$ cat config.mk
export PLATFORM = sky130hd
export DESIGN_NAME = decode_stage
export DESIGN_NICKNAME = d
export VERILOG_FILES = /design/src/rtl/decode_stage.sv
export SDC_FILE = /design/constraint.sdc
export NUM_CORES = 1
export LEC_CHECK = 0
export BUFFER_PORTS_ARGS = -buffer_cell sky130_fd_sc_hd__buf_2
export CAP_MARGIN = 20
export CORE_MARGIN = 3
export CORE_UTILIZATION = 41
export DETAILED_ROUTE_END_ITERATION = 8
export GPL_ROUTABILITY_DRIVEN = 0
export PLACE_DENSITY = 0.76
export SLEW_MARGIN = 25
export SYNTH_ARGS = -nofsm -noshare
export SYNTH_HDL_FRONTEND = slang
export SYNTH_SLANG_ARGS = --single-unit
export TNS_END_PERCENT = 1
$ cat constraint.sdc
create_clock -name clk -period 3.96 [get_ports clk]
set_input_delay 0.792 -clock clk [delete_from_list [all_inputs] [get_ports clk]]
set_output_delay 0.792 -clock clk [all_outputs]
set_load 0.03 [all_outputs]
$ cat src/rtl/decode_stage.sv
// -----------------------------------------------------------------------------
// decode_stage
//
// Single-slot registered decode stage for a small ARM64-like subset. Each
// accepted 32-bit instruction word is decoded combinationally and captured,
// together with its PC, into the output register. The decoded result appears
// one cycle later. A valid/ready handshake is used on both sides. Flush drops
// the held result and blocks intake for that cycle.
//
// Optional feature:
//   DECODE_EXT_EN - when defined, CBNZ (op 12) and SUBI (op 13) are decoded.
//                   When undefined, those encodings decode as illegal.
//
// Parameters:
//   XLEN  - immediate/PC datapath width (32..64)
//   CNT_W - width of the saturating illegal-instruction counter
//
// Ports:
//   clk, rst_n            - rising-edge clock, asynchronous active-low reset
//   in_valid/in_ready     - upstream handshake
//   in_inst, in_pc        - instruction word and its PC
//   flush                 - discard held output, block intake this cycle
//   out_valid/out_ready   - downstream handshake
//   out_op, out_illegal   - opcode encoding and illegal flag
//   out_rm/rn/rd/shamt/cond - raw register/shift/condition fields
//   out_imm, out_pc       - selected immediate and pass-through PC
//   err_cnt               - count of accepted illegal words (saturating)
// -----------------------------------------------------------------------------
module decode_stage #(
    parameter int XLEN  = 64,
    parameter int CNT_W = 8
) (
    input  logic             clk,
    input  logic             rst_n,
    input  logic             in_valid,
    output logic             in_ready,
    input  logic [31:0]      in_inst,
    input  logic [XLEN-1:0]  in_pc,
    input  logic             flush,
    output logic             out_valid,
    input  logic             out_ready,
    output logic [3:0]       out_op,
    output logic             out_illegal,
    output logic [4:0]       out_rm,
    output logic [4:0]       out_rn,
    output logic [4:0]       out_rd,
    output logic [5:0]       out_shamt,
    output logic [3:0]       out_cond,
    output logic [XLEN-1:0]  out_imm,
    output logic [XLEN-1:0]  out_pc,
    output logic [CNT_W-1:0] err_cnt
);

    localparam logic [3:0] OP_NONE = 4'd0;
    localparam logic [3:0] OP_ADDI = 4'd1;
    localparam logic [3:0] OP_ADDS = 4'd2;
    localparam logic [3:0] OP_BLT  = 4'd3;
    localparam logic [3:0] OP_B    = 4'd4;
    localparam logic [3:0] OP_CBZ  = 4'd5;
    localparam logic [3:0] OP_LDUR = 4'd6;
    localparam logic [3:0] OP_LSL  = 4'd7;
    localparam logic [3:0] OP_LSR  = 4'd8;
    localparam logic [3:0] OP_MUL  = 4'd9;
    localparam logic [3:0] OP_STUR = 4'd10;
    localparam logic [3:0] OP_SUBS = 4'd11;
`ifdef DECODE_EXT_EN
    localparam logic [3:0] OP_CBNZ = 4'd12;
    localparam logic [3:0] OP_SUBI = 4'd13;
`endif

    // Immediate source formats (unscaled)
    typedef enum logic [2:0] {
        IMM_ZERO,
        IMM_U12,    // inst[21:10] zero-extended
        IMM_S26,    // inst[25:0]  sign-extended
        IMM_S19,    // inst[23:5]  sign-extended
        IMM_S9      // inst[20:12] sign-extended
    } imm_sel_t;

    // ---------------------------------------------------------------------
    // Combinational decode of the incoming word
    // ---------------------------------------------------------------------
    logic [3:0]      dec_op;
    logic            dec_illegal;
    imm_sel_t        dec_imm_sel;
    logic [XLEN-1:0] dec_imm;

    always_comb begin
        dec_op      = OP_NONE;
        dec_illegal = 1'b0;
        dec_imm_sel = IMM_ZERO;

        if (in_inst[31:26] == 6'h05) begin
            dec_op      = OP_B;
            dec_imm_sel = IMM_S26;
        end else if (in_inst[31:24] == 8'hB4) begin
            dec_op      = OP_CBZ;
            dec_imm_sel = IMM_S19;
        end else if (in_inst[31:24] == 8'h54 && in_inst[4:0] == 5'h0B) begin
            dec_op      = OP_BLT;
            dec_imm_sel = IMM_S19;
        end else if (in_inst[31:22] == 10'h244) begin
            dec_op      = OP_ADDI;
            dec_imm_sel = IMM_U12;
`ifdef DECODE_EXT_EN
        end else if (in_inst[31:24] == 8'hB5) begin
            dec_op      = OP_CBNZ;
            dec_imm_sel = IMM_S19;
        end else if (in_inst[31:22] == 10'h344) begin
            dec_op      = OP_SUBI;
            dec_imm_sel = IMM_U12;
`endif
        end else begin
            unique case (in_inst[31:21])
                11'h69A: dec_op = OP_LSR;
                11'h69B: dec_op = OP_LSL;
                11'h758: dec_op = OP_SUBS;
                11'h7C0: begin
                    dec_op      = OP_STUR;
                    dec_imm_sel = IMM_S9;
                end
                11'h7C2: begin
                    dec_op      = OP_LDUR;
                    dec_imm_sel = IMM_S9;
                end
                11'h558: dec_op = OP_ADDS;
                // MUL is only legal with the Ra field (shamt slot) = XZR
                11'h4D8: begin
                    if (in_inst[15:10] == 6'h1F) begin
                        dec_op = OP_MUL;
                    end else begin
                        dec_illegal = 1'b1;
                    end
                end
                default: dec_illegal = 1'b1;
            endcase
        end
    end

    always_comb begin
        dec_imm = '0;
        unique case (dec_imm_sel)
            IMM_U12: dec_imm = {{(XLEN-12){1'b0}}, in_inst[21:10]};
            IMM_S26: dec_imm = {{(XLEN-26){in_inst[25]}}, in_inst[25:0]};
            IMM_S19: dec_imm = {{(XLEN-19){in_inst[23]}}, in_inst[23:5]};
            IMM_S9:  dec_imm = {{(XLEN-9){in_inst[20]}}, in_inst[20:12]};
            default: dec_imm = '0;
        endcase
    end

    // ---------------------------------------------------------------------
    // Handshake and output register
    // ---------------------------------------------------------------------
    logic             valid_reg;
    logic [3:0]       op_reg;
    logic             illegal_reg;
    logic [31:0]      inst_reg;
    logic [XLEN-1:0]  imm_reg;
    logic [XLEN-1:0]  pc_reg;
    logic [CNT_W-1:0] err_reg;
    logic             accept;

    // rst_n is included so in_ready is low for the whole reset interval
    assign in_ready = rst_n && !flush && (!valid_reg || out_ready);
    assign accept   = in_valid && in_ready;

    always_ff @(posedge clk or negedge rst_n) begin
        if (!rst_n) begin
            valid_reg   <= 1'b0;
            op_reg      <= OP_NONE;
            illegal_reg <= 1'b0;
            inst_reg    <= '0;
            imm_reg     <= '0;
            pc_reg      <= '0;
            err_reg     <= '0;
        end else begin
            if (flush) begin
                valid_reg <= 1'b0;
            end else if (accept) begin
                valid_reg   <= 1'b1;
                op_reg      <= dec_op;
                illegal_reg <= dec_illegal;
                inst_reg    <= in_inst;
                imm_reg     <= dec_imm;
                pc_reg      <= in_pc;
            end else if (valid_reg && out_ready) begin
                valid_reg <= 1'b0;
            end

            // accept already excludes flush cycles
            if (accept && dec_illegal && (err_reg != {CNT_W{1'b1}})) begin
                err_reg <= err_reg + {{(CNT_W-1){1'b0}}, 1'b1};
            end
        end
    end

    // Register fields are raw slices of the captured word, for every opcode
    assign out_valid   = valid_reg;
    assign out_op      = op_reg;
    assign out_illegal = illegal_reg;
    assign out_rm      = inst_reg[20:16];
    assign out_rn      = inst_reg[9:5];
    assign out_rd      = inst_reg[4:0];
    assign out_shamt   = inst_reg[15:10];
    assign out_cond    = inst_reg[3:0];
    assign out_imm     = imm_reg;
    assign out_pc      = pc_reg;
    assign err_cnt     = err_reg;

endmodule

# [After elaboration in Yosys (flattened, before gate mapping)]
# Cells that the tools add are included.
[op_classes] add_sub_neg=1 multipliers=0 div_mod_pow=0 n_lt_le_gt_ge=0 eq_ne=18 shift=0 mux=21 bitwise_logic=1 reduce_logical=14
[ops] op="$pmux 64 s4" count=1
[ops] op="$eq 11x11->1 const B" count=7
[ops] op="$pmux 4 s7" count=1
[ops] op="$mux 4" count=5
[ops] op="$mux 3" count=5
[ops] op="$eq 10x10->1 const B" count=1
[ops] op="$add 8x1->8 const B" count=1
[ops] op="$eq 8x7->1 const B" count=1
[ops] op="$eq 8x8->1 const B" count=1
[ops] op="$mux 1" count=8
[ops] op="$ne 8x8->1 const B" count=1
[ops] op="$logic_and 1x1->1" count=7
[ops] op="$eq 3x2->1 const B" count=2
[ops] op="$eq 6x3->1 const B" count=1
[ops] op="$eq 6x5->1 const B" count=1
[ops] op="$reduce_or 6->1" count=1
[ops] op="$eq 5x4->1 const B" count=1
[ops] op="$eq 3x1->1 const B" count=1
[ops] op="$eq 3x3->1 const B" count=1
[ops] op="$reduce_bool 3->1" count=1
[ops] op="$logic_not 1->1" count=2
[ops] op="$pmux 1 s2" count=1
[ops] op="$reduce_and 2->1" count=1
[ops] op="$reduce_or 2->1" count=1
[ops] op="2 further kinds" count=2
[word_totals] register_bits=163 latchBits=0 ramBits=0 mem_bits_ro=0 output_inout_bits=168 word_cells=62 n_memories=0

# [Longest topological paths before layout]
# Gate-level depths: netlist (run 1).
[logic_depth] depth_word=9 ltp_mapped=8 mapped_depth_nobuf=6

# [Least setup slack after synthesis (run 1)]
# OpenSTA, ideal clock, no wires.
[synth_timing] path_type="in2reg" startpoint="in out_ready" endpoint="reg err_reg[7] (netlist: err_cnt[7])" setup_time_ns=0.125 t_arrival_ns=2.486 setup_slack_ns=1.349 cell_stages=7 path_buffers=1 cell_sequence="nand2b_1 -> nand4b_1 -> or4_4 -> nor4bb_1 -> buf_4 -> nand4_2 -> mux2_4"
[synth_between] elab_chain_cells=5
[synth_rtl] item="from (decl)" line="41" text="input logic out_ready,"
[synth_rtl] item="$logic_or 1x1->1" line="164" text="assign in_ready = rst_n && !flush && (!valid_reg || out_ready);"
[synth_rtl] item="$logic_and 1x1->1" line="164"
[synth_rtl] item="$logic_and 1x1->1" line="165" text="assign accept = in_valid && in_ready;"
[synth_rtl] item="$logic_and 1x1->1 (2 in series)" line="191" text="if (accept && dec_illegal && (err_reg != {CNT_W{1'b1}})) begin"
[synth_rtl] item="to (signal assigned)" line="192" text="err_reg <= err_reg + {{(CNT_W-1){1'b0}}, 1'b1};"
[synth_rtl] item="to (decl)" line="160" text="logic [CNT_W-1:0] err_reg;"
# No other way between the ends.
# A chain may end at the register's enable or synchronous reset.

# [Worst setup path after layout (run 1)]
[layout_timing] startpoint="in in_inst[28]" endpoint="reg err_reg[7] (netlist: err_cnt[7])"
[layout_between] elab_chain_cells=9 word_cells_on_any_way=20
[layout_rtl] item="from (decl)" line="37" text="input logic [31:0] in_inst,"
[layout_rtl] item="$eq 11x11->1" line="114" text="unique case (in_inst[31:21])"
[layout_rtl] item="$reduce_or 6->1 (no line)"
[layout_rtl] item="$pmux 1 s2" line="114"
[layout_rtl] item="$mux 1" line="102" text="end else if (in_inst[31:22] == 10'h244) begin"
[layout_rtl] item="$mux 1" line="99" text="end else if (in_inst[31:24] == 8'h54 && in_inst[4:0] == 5'h0B) begin"
[layout_rtl] item="$mux 1" line="96" text="end else if (in_inst[31:24] == 8'hB4) begin"
[layout_rtl] item="$mux 1 *" line="93" text="if (in_inst[31:26] == 6'h05) begin"
[layout_rtl] item="$logic_and 1x1->1 * (2 in series)" line="191"
# Mark *: on every way between the ends. The rest lies on a longest branch, timed or not.

==> results.md, run 1 <==
- Outcome: finished, final reports clean
- Post_cts resized: 0
- Layout area overhead: 31.6%
- DRC: 0
- RSZ-0062 raised after global routing: false
- Hold_buf cts: 0
- Worst-Skew Late Latency: approximately 0.41 ns
- Vias in the first global route: 4838
- F_max: 384 MHz
- Flop pwr share: 36.7%
- Nets: between 900 and 1000
- Worst hold path class: in -> async
- Final Setup Violations: 0
- Drt first pass iters: 5
- Die height: 124 µm
- CTS tree: built
- R2R Setup Slk: 1.58 ns
- Reg clk slew, reported paths: approximately 0.05 ns
- Critical path arrival: 2.90 ns
- Max-cap viol count: 0
- Critical path required time: between 4 and 5 ns
- CTS sink cnt: 125
- Worst VDD drop: 0.000280 V
- Antenna diodes: 0
- Row count: 42
- # Post-CTS Setup Buffers: 0
- Fin crit period: between 2 and 3 ns
- Initial core utilization: 42.4%
- Setup TNS: 0 ns
- Die ar.: about 0.015 mm²
- Initial antenna violation count: 1
- Post-synth EDFFs: 0
- Startpoint Class: primary input
- Max H-tree Level: 4
- Hpwl dp: 11900 µm
- Cell leakage power: 0.00419 µW
- Max Root-Sink Buffers: 2
- Largest net degree at the start of global routing: between 90 and 100
- Core Area: 0.0134 mm²
- Clock Power Share: between 30% and 40%
- Max Clock Skew: 0.00594 ns
- Synth cell types: about 50
- Hold Vio Cnt, Final: 0
- Slew Limit Fails: 0
- Grt total ovfl: 0
- Slew HR: 34.3%
- GRT Total Usage: 21.4%
- Syn_area_per_cell: about 9.0 µm²
- Sw Share: 36.1%
- First-pass GRT wire length: 25200 µm
- Sequential share of the synthesized area: 55.1%
- Number of I/O pins: roughly 270
- Pwr/cell area: 598 mW/mm²
- Top FF cell, synth: dfrtp_1
- Tcrit/Tclk final: 65.7%
- FILL cells: 1237
- Reg-to-Reg Start: out_valid
- Seq cells post-synth: 125
- I/O Buffers: between 200 and 300
- Cell-internal power: 2850 µW
- Routed wire per std cell: about 16 µm
- Die width: 124 µm
- Logic gate share of total power: 28.9%
- Yosys synthesis warning count: 0
- Worst slew pin tran: 0.985 ns
- CTS buffer count: 17
- FF-to-FF path depth: 7
- Reg2reg end: err_cnt[7]
- Post-DR vias/cell: 4.98
- Remaining antenna violation count: 0
- Sw power: 1610 µW
- Total nets after synthesis: 733
- Total Power: 4470 µW
- Root cell of the clock tree: clkbuf_16
- Final wirelength: 16600 µm
- Cells after synthesis: 631
- CP Max Fanout: 30
- Routed vias: 5194
- Mapped Area: about 0.0057 mm²
- Ys async rst share: 100%
- Critical setup path kind: in -> reg
- Worst Setup End Kind: flop
- Proportion of layout cells with a drive suffix above 1: 36.7%
- First DRT Iteration DRCs: approximately 340
- Max reg flops: 64
[worst max-delay path, stage by stage]
cell and delay [ns]:
buf_2 0.12, or3b_4 0.27, nor4b_4 0.05, buf_4 0.23, or4_4 0.50, nor4bb_1 0.29
buf_4 0.22, nand4_2 0.11, mux2_4 0.30
[worst max-delay path by stage]
stage	depth (start not counted)	endpoint	start	slack [ns]
global route	6	out_imm[23]	in_inst[25]	1.22
global placement	7	err_cnt[7]	rst_n	0.97
floorplan	7	err_cnt[7]	out_ready	1.35
detailed placement	7	err_cnt[7]	rst_n	0.93
finish	9	err_cnt[7]	in_inst[28]	1.36
CTS	7	err_cnt[7]	rst_n	1.37
[per-stage QoR]
| step | instances | worst slack (ns) | util (%) | hold slack [ns] | instance area [µm²] |
|---|---|---|---|---|---|
| after floorplan | 631 | 1.35 | - | 0.496 | 5680 |
| after global placement | 1011 | 0.966 | 51.4 | 0.453 | 6890 |
| after detailed placement | 1011 | 0.934 | 51.4 | 0.457 | 6890 |
| after CTS | 1042 | 1.37 | 55.8 | 0.229 | 7470 |
| after global routing | 1042 | 1.22 | 55.8 | 0.234 | 7470 |
| final | 1042 | 1.36 | 55.8 | 0.237 | 7470 |
[power by group through the flow]
stage / combinational, µW / clock, µW / sequential [µW]
2_1_floorplan: 472 / 0 / 2100
3_3_place_gp: 1290 / 0 / 1650
3_5_place_dp: 1310 / 0 / 1660
4_1_cts: 1310 / 1560 / 1640
5_1_grt: 1390 / 1630 / 1670
6_report: 1290 / 1530 / 1640
[cells in the mapped netlist, types with 4 or more instances]
cell type | n | area share (%)
a211oi_1 | 9 | 1.2
a21oi_1 | 6 | 0.53
a221o_1 | 8 | 1.4
a221oi_1 | 14 | 2.2
a31oi_1 | 4 | 0.44
and3_1 | 8 | 0.88
buf_2 | 5 | 0.44
buf_4 | 43 | 5.7
clkbuf_1 | 24 | 1.6
dfrtp_1 | 125 | 55
nand2_1 | 275 | 18
nand2b_1 | 7 | 0.77
nand3_1 | 4 | 0.35
nor2_1 | 43 | 2.8
o21ai_0 | 4 | 0.35
[routing by layer]
layer | wire length [µm] | vias up | track usage (%)
li1 | - | 2470 | -
met3 | 1420 | 31 | 6.49
met5 | 13 | - | 0
met2 | 8190 | 219 | 33.7
met1 | 6570 | 2472 | 27.7
met4 | 378 | 2 | 8.65
[final cells by class]
type | instances | area, µm² | share of cell area [%]
Sequential cell | 125 | 3130 | 41.8
Multi-Input combinational cell | 432 | 2120 | 28.3
Timing Repair Buffer | 278 | 1420 | 19.0
Clock buffer | 25 | 505 | 6.76
Tap cell | 176 | 220 | 2.95
Clock inverter | 6 | 82.6 | 1.10
[kinds of logic after synthesis]
logic type | after synthesis | synth area share [%]
AO/OA/AOI/OAI | 55 | 7.49
XOR/XNOR | 5 | 0.771
adder cells (fa/ha/maj) | 1 | 0.220
buffers and inverters | 74 | 7.84
flip-flops | 125 | 55.1
multiplexers | 3 | 0.661
AND/OR/NAND/NOR | 368 | 27.9
[cells in the final DEF, fill, tap and decap left out, types with 2 or more instances in the layout]
master     Yosys  routed
buf_4         43      10
nand3_1        4       4
a21o_1         3       3
or4bb_1        2       2
dfrtp_1      125     125
xor2_1         2       2
a221o_1        8       8
a211oi_1       9       9
a22oi_1        3       3
bufinv_16      0       2
buf_2          5     267
a21oi_1        6       6
nor4_1         3       3
nor2_1        43      43
nor3_1         3       3
mux2_1         2       2
nand2_1      275     275
o21ai_0        4       4
a31oi_1        4       4
clkinv_2       0       3
nor4b_4        1       2
nor4bb_1       2       2
clkbuf_8       0       5
and3_1         8       8
nand2b_1       7       7
xnor2_1        3       3
a221oi_1      14      14
clkbuf_16      0      17
nor3b_1        2       2
clkbuf_1      24       3
Note: power is estimated with default switching activity, not from simulation.
==> inputs of run 2 (changes only) <==
- clock period: 3.96 -> 2.65 ns (I/O delays scaled with it)
==> run 2 against run 1 <==
Effect of this change: register-to-register slack got worse by 1.3 ns; clock power is 59% higher; sequential share of layout area decreased by 0.52 points; largest power group unchanged; flip-flop and latch count unchanged; critical endpoint unchanged; critical path type is now reg -> reg; worst setup slack worse by 1.1 ns; clock-buffer cell count down 8; largest cell class unchanged; die area unchanged; routed wire length grew 1.1%; clock skew down 0.0012 ns; total power grew 53%; non-clock buffer count rose by 5; via count is 1.8% higher.
==> results.md, run 2 (synthesis gave the netlist of run 1 again) <==
- Final worst slack: 0.257 ns (was 1.36 ns)
- Most frequent cells in the layout: nand2_1, buf_2, dfrtp_1 (unchanged)
- Initial core utilization: 42.4% (unchanged)
- Hold_buf cts: 0 (unchanged)
- Routed vias: 5288 (was 5194)
- R2R Setup Slk: 0.26 ns (was 1.58 ns)
- Crit-path slowest cell: or4_4 (unchanged)
- CP Buf/Inv Count: 1 (was 3)
- Cell leakage power: 0.00424 µW (was 0.00419 µW)
- Startpoint Class: flop (was primary input)
- Most common cell after layout, fill and taps aside: nand2_1 (unchanged)
- Worst hold path class: in -> reg (was in -> async)
- Nets: 961 (was 956)
- Max H-tree Level: 4 (unchanged)
- Tcrit/Tclk final: 90.3%
- Grt total ovfl: 0 (unchanged)
- RSZ-0062 raised after global routing: false (unchanged)
- I/O Buffers: 268 (unchanged)
- Pwr/cell area: 902 mW/mm² (was 598 mW/mm²)
- Start point of the critical path: out_valid (was in_inst[28])
- FF-to-FF path depth: 7 (unchanged)
- Final wirelength: 16800 µm (was 16600 µm)
- Worst Setup End Kind: flop (unchanged)
- Post-DR vias/cell: 5.05 (was 4.98)
- Core Area: 0.0134 mm² (unchanged)
- Finished Layout Cells: 1048 (was 1042)
- Delay-heaviest family, CP: simple AND/OR/NAND/NOR gates (unchanged)
- Post_cts resized: 0 (unchanged)
- Drt first pass iters: 5 (unchanged)
- Hpwl dp: 12100 µm (was 11900 µm)
- Worst slew pin tran: 0.860 ns (was 0.985 ns)
- Slowest stage delay, CP: 0.61 ns (was 0.50 ns)
- Crit path cell chain: nand2b_1, nand4b_1, or4_4, nor4bb_1, buf_4, nand4_2, mux2_4 (was buf_2, or3b_4, nor4b_4, buf_4, or4_4, nor4bb_1, buf_4, nand4_2, mux2_4)
- Min-delay src: in_pc[17]
- First DRT Iteration DRCs: 370 (was 344)
- Critical path arrival: 2.69 ns (was 2.90 ns)
- Antenna diodes: 0 (unchanged)
- Post-place setup slack: -0.0498 ns (was 0.934 ns)
- Remaining antenna violation count: 0 (unchanged)
- Sw Share: 36.4% (was 36.1%)
- Vias in the first global route: 4880 (was 4838)
- Worst-Skew Late Latency: 0.41 ns (about the same)
- Cell-internal power: 4340 µW (was 2850 µW)
- Die height: 124 µm (unchanged)
- Slew HR: 42.7% (was 34.3%)
- Reg2reg end: err_cnt[7] (unchanged)
- Logic gate share of total power: 28.5% (was 28.9%)
- Worst VDD drop: 0.000442 V (was 0.000280 V)
- Max reg flops: 64 (unchanged)
- CP Max Fanout: 8 (was 30)
- # Post-CTS Setup Buffers: 0 (unchanged)
- Outcome: finished, final reports clean (unchanged)
- Row count: 42 (unchanged)
- CTS tree: built (unchanged)
- Die width: 124 µm (unchanged)
- Sw power: 2490 µW (was 1610 µW)
- Max Clock Skew: 0.00473 ns (was 0.00594 ns)
- Fin util: 56.5% (was 55.8%)
- Hold Path Depth: 3
- Max Root-Sink Buffers: 2 (unchanged)
- Critical path required time: 2.94 ns (was 4.26 ns)
- Clock Power Share: 35.7% (was 34.3%)
- Reg clk slew, reported paths: 0.06 ns (was 0.05 ns)
- Layout area overhead: 33.3% (was 31.6%)
- CTS sink cnt: 125 (unchanged)
- Reg-to-Reg Start: out_valid (unchanged)
- Critical setup path kind: reg -> reg (was in -> reg)
- Routed wire per std cell: 16.0 µm (was 15.9 µm)
- Proportion of layout cells with a drive suffix above 1: 37.5% (was 36.7%)
- End of the worst hold path: out_pc[17]
- Flop pwr share: 35.8% (was 36.7%)
- GRT Total Usage: 21.8% (was 21.4%)
- F_max: 418 MHz
- CTS buffer count: 17 (unchanged)
- Die ar.: 0.0153 mm² (unchanged)
- Placed Cells: 1016 (was 1011)
- Hold Vio Cnt, Final: 0 (unchanged)
- Initial antenna violation count: 0 (was 1)
- Slew Limit Fails: 0 (unchanged)
- Root cell of the clock tree: clkbuf_16 (unchanged)
- Fin crit period: about 2.4 ns
- Max-cap viol count: 0 (unchanged)
- Largest net degree at the start of global routing: 69 (was 93)
- Final Setup Violations: 0 (unchanged)
- First-pass GRT wire length: 25600 µm (was 25200 µm)
- DRC: 0 (unchanged)
- Number of I/O pins: 269 (unchanged)
-- run 2: cell types whose count changed in the layout (fill, tap and decap cells not counted) --
cell	change
clkinvlp_4	-1
clkinv_2	+3
bufinv_16	+2
clkbuf_8	-5
clkbuf_1	-3
clkinv_4	+3
inv_6	+2
buf_4	+3
buf_12	+2
-- run 2: cell type report --
class | count | area (µm²)
fill | 1235 | 5830
multi-input combinational | 432 | 2120
clock buffer | 17 | 425
tap | 176 | 220
timing repair buffer | 283 | 1490
clock inverter | 15 | 194
sequential | 125 | 3130
-- run 2: worst max path at each step --
stage	to	slack, ns	cells after the start
2_1_floorplan	err_cnt[7]	0.30	7
4_1_cts	err_cnt[7]	0.21	7
6_report	err_cnt[7]	0.26	7
3_3_place_gp	err_cnt[7]	0.01	8
3_5_place_dp	err_cnt[7]	-0.05	8
5_1_grt	err_cnt[7]	0.10	7
-- run 2: per-layer routing --
| layer | vias up | share of wire, % | GRT usage, % |
|---|---|---|---|
| li1 | 2495 | - | - |
| met1 | 2519 | 39 | 28.0 |
| met2 | 253 | 50 | 34.8 |
| met3 | 21 | 9.7 | 7.95 |
| met4 | 0 | 1.4 | 6.09 |
| met5 | - | 0 | 0 |
-- run 2: metrics by stage --
stage                     area, µm²  setup TNS, ns  hold slack [ns]  power, µW
final                          7570              0            0.304       6830
after global routing           7570              0            0.281       7160
after CTS                      7570              0            0.283       6900
after detailed placement       6950        -0.0503            0.457       4440
after global placement         6950              0            0.453       4400
after floorplan                5680              0            0.234       3840
-- run 2: tightest hold or removal path, delay by kind of cell --
family	cells	cell delay, ns
buf+inv	1	0.07
simple gates	2	0.08
-- run 2: power groups by stage --
stage	Clock (µW)	Combinational, µW	Sequential (µW)
detailed placement	0	1960	2470
CTS	2480	1970	2450
finish	2440	1940	2450
global route	2570	2090	2500
floorplan	0	706	3140
global placement	0	1930	2470
==> inputs of run 3 (changes only) <==
- clock period: 2.65 -> 2.87 ns (I/O delays scaled with it)
==> run 3 against run 2 <==
Effect of this change: highest routed layer unchanged; total power down 11%; final area down 0.73%; critical path type unchanged; routed wire length down 1.2%; register-to-register slack better by 0.18 ns; core utilization down 0.41 points; first-iteration DRC count up 4.9%; final cell count unchanged; sequential share of layout area up 0.30 points.
==> results.md, run 3 (synthesis gave the netlist of run 1 again) <==
- Outcome: finished, final reports clean (unchanged)
- Clock Power Share: 33.7% (was 35.7%)
- Max-cap viol count: 0 (unchanged)
- Routed wire per std cell: 15.8 µm (was 16.0 µm)
- First-pass GRT wire length: 25200 µm (was 25600 µm)
- Cell leakage power: 0.00420 µW (was 0.00424 µW)
- FF-to-FF path depth: 7 (unchanged)
- Crit-path slowest cell: a21oi_1 (was or4_4)
- Number of I/O pins: 269 (unchanged)
- Fin area: 0.00751 mm² (was 0.00757 mm²)
- Post-DP Area: 0.00694 mm² (was 0.00695 mm²)
- Critical setup path kind: reg -> reg (unchanged)
- Crit path cell chain: nand2b_1, nand4b_1, buf_4, buf_4, a21o_1, a21oi_1, a211oi_1 (was nand2b_1, nand4b_1, or4_4, nor4bb_1, buf_4, nand4_2, mux2_4)
- Reg clk slew, reported paths: 0.05 ns (was 0.06 ns)
- Worst VDD drop: 0.000422 V (was 0.000442 V)
- Most frequent cells in the layout: nand2_1, buf_2, dfrtp_1 (unchanged)
- Remaining antenna violation count: 0 (unchanged)
- GRT Total Usage: 21.3% (was 21.8%)
- Max Root-Sink Buffers: 2 (unchanged)
- Critical path arrival: 2.68 ns (was 2.69 ns)
- Final Setup Violations: 0 (unchanged)
- Root cell of the clock tree: clkbuf_16 (unchanged)
- Routed vias: 5199 (was 5288)
- Placed Cells: 1016 (unchanged)
- Tcrit/Tclk final: 84.9% (was 90.3%)
- Reg area: 0.00313 mm² (unchanged)
- Reg2reg end: out_imm[24] (was err_cnt[7])
- Most common cell on crit path: buf_4
- Max Clock Skew: 0.00548 ns (was 0.00473 ns)
- Final wirelength: 16600 µm (was 16800 µm)
- Row count: 42 (unchanged)
- Largest net degree at the start of global routing: 66 (was 69)
- Slew HR: 43.4% (was 42.7%)
- Setup TNS: 0 ns (unchanged)
- Worst Setup End Kind: flop (unchanged)
- First DRT Iteration DRCs: 388 (was 370)
- Startpoint Class: flop (unchanged)
- Layout area overhead: 32.3% (was 33.3%)
- Hold Vio Cnt, Final: 0 (unchanged)
- Drt first pass iters: 5 (unchanged)
- Worst hold path class: in -> async (was in -> reg)
- Die width: 124 µm (unchanged)
- Logic gate share of total power: 29.3% (was 28.5%)
- RSZ-0062 raised after global routing: false (unchanged)
- Max reg flops: 64 (unchanged)
- Slowest stage delay, CP: 0.56 ns (was 0.61 ns)
- Initial antenna violation count: 0 (unchanged)
- Core Area: 0.0134 mm² (unchanged)
- CP Buf/Inv Count: 2 (was 1)
- Fin crit period: 2.44 ns (was 2.39 ns)
- FILL cells: 1249 (was 1235)
- Max H-tree Level: 4 (unchanged)
- Grt total ovfl: 0 (unchanged)
- DRC: 0 (unchanged)
- Critical path required time: 3.11 ns (was 2.94 ns)
- Flop pwr share: 37.1% (was 35.8%)
- Vias in the first global route: 4872 (was 4880)
- Met2 Use GR: 33.7% (was 34.8%)
- CTS sink cnt: 125 (unchanged)
- Post-DR vias/cell: 4.96 (was 5.05)
- F_max: 410 MHz (was 418 MHz)
- Reg-to-Reg Start: out_valid (unchanged)
- Sw power: 2230 µW (was 2490 µW)
- Cell-internal power: 3880 µW (was 4340 µW)
- Most common cell after layout, fill and taps aside: nand2_1 (unchanged)
- Pwr/cell area: 813 mW/mm² (was 902 mW/mm²)
- Die height: 124 µm (unchanged)
- Multi-input gate area: 0.00212 mm² (unchanged)
- Grt met3 use: 7.40% (was 7.95%)
- Die ar.: 0.0153 mm² (unchanged)
- Worst slew pin tran: 0.842 ns (was 0.860 ns)
- CTS buffer count: 17 (unchanged)
- Hpwl dp: 12200 µm (was 12100 µm)
- I/O Buffers: 268 (unchanged)
- Sw Share: 36.5% (was 36.4%)
- Most Crowded Layer GR: met2 (unchanged)
- Met1 Use GR: 27.2% (was 28.0%)
- Initial core utilization: 42.4% (unchanged)
- Worst-Skew Late Latency: 0.41 ns (about the same)
- Hold_buf cts: 0 (unchanged)
- R2R Setup Slk: 0.43 ns (was 0.26 ns)
- Fin util: 56.1% (was 56.5%)
- Finished Layout Cells: 1048 (unchanged)
- Proportion of layout cells with a drive suffix above 1: 37.1% (was 37.5%)
- Delay-heaviest family, CP: compound AO/OA/AOI/OAI gates (was simple AND/OR/NAND/NOR gates)
- Slew Limit Fails: 0 (unchanged)
- Nets: 961 (unchanged)
- CTS tree: built (unchanged)
- Post_cts resized: 0 (unchanged)
- # Post-CTS Setup Buffers: 0 (unchanged)
- CP Max Fanout: 29 (was 8)
[run 3: cell count changes in the layout (fill, tap and decap cells not counted)]
cell,previous run,this run
buf_12,2,1
bufinv_16,4,1
clkinv_2,6,2
clkbuf_1,0,3
clkinvlp_4,0,2
clkbuf_8,0,6
buf_4,13,14
diode_2,0,1
inv_6,2,0
clkinv_4,3,0
[run 3: per-layer routing]
layer | up-vias | wire (µm)
met5 | - | 0
met4 | 0 | 408
met3 | 23 | 1550
met2 | 252 | 7970
met1 | 2438 | 6630
li1 | 2486 | -
[run 3: worst reg2reg max path, stage by stage, from the launching register on]
cell	delay, ns
dfrtp_1	0.38
nand2b_1	0.11
nand4b_1	0.29
buf_4	0.25
buf_4	0.22
a21o_1	0.27
a21oi_1	0.56
a211oi_1	0.19
[run 3: power groups by stage]
stage          sequential (µW)  clock, µW  combinational (µW)
4_1_cts                   2270       2090                1810
3_3_place_gp              2280          0                1790
2_1_floorplan             2900          0                 652
3_5_place_dp              2290          0                1810
5_1_grt                   2310       2180                1920
6_report                  2260       2060                1790
[run 3: how the worst max path moves through the flow]
stage	start	depth (start not counted)	end	slack, ns
CTS	out_valid	7	err_cnt[7]	0.46
finish	out_valid	7	out_imm[24]	0.43
global placement	out_ready	8	err_cnt[7]	0.22
floorplan	out_ready	7	err_cnt[7]	0.48
global route	out_valid	7	out_imm[24]	0.30
detailed placement	out_ready	8	err_cnt[7]	0.18
[run 3: layout make-up]
cell class,instances,area share (%)
flip-flops and latches,125,41.6
multi-input cells,432,28.2
repair buffers,283,19.6
clock buffers,26,6.91
well taps,176,2.93
clock inverters,5,0.733
diodes,1,0.0333
[run 3: metrics by stage]
step                worst slack [ns]  hold WS (ns)  power (µW)
global route                   0.297         0.339        6410
finish                         0.433         0.352        6110
CTS                            0.463         0.335        6160
detailed placement             0.178         0.456        4090
global placement               0.220         0.453        4060
floorplan                      0.477         0.278        3550
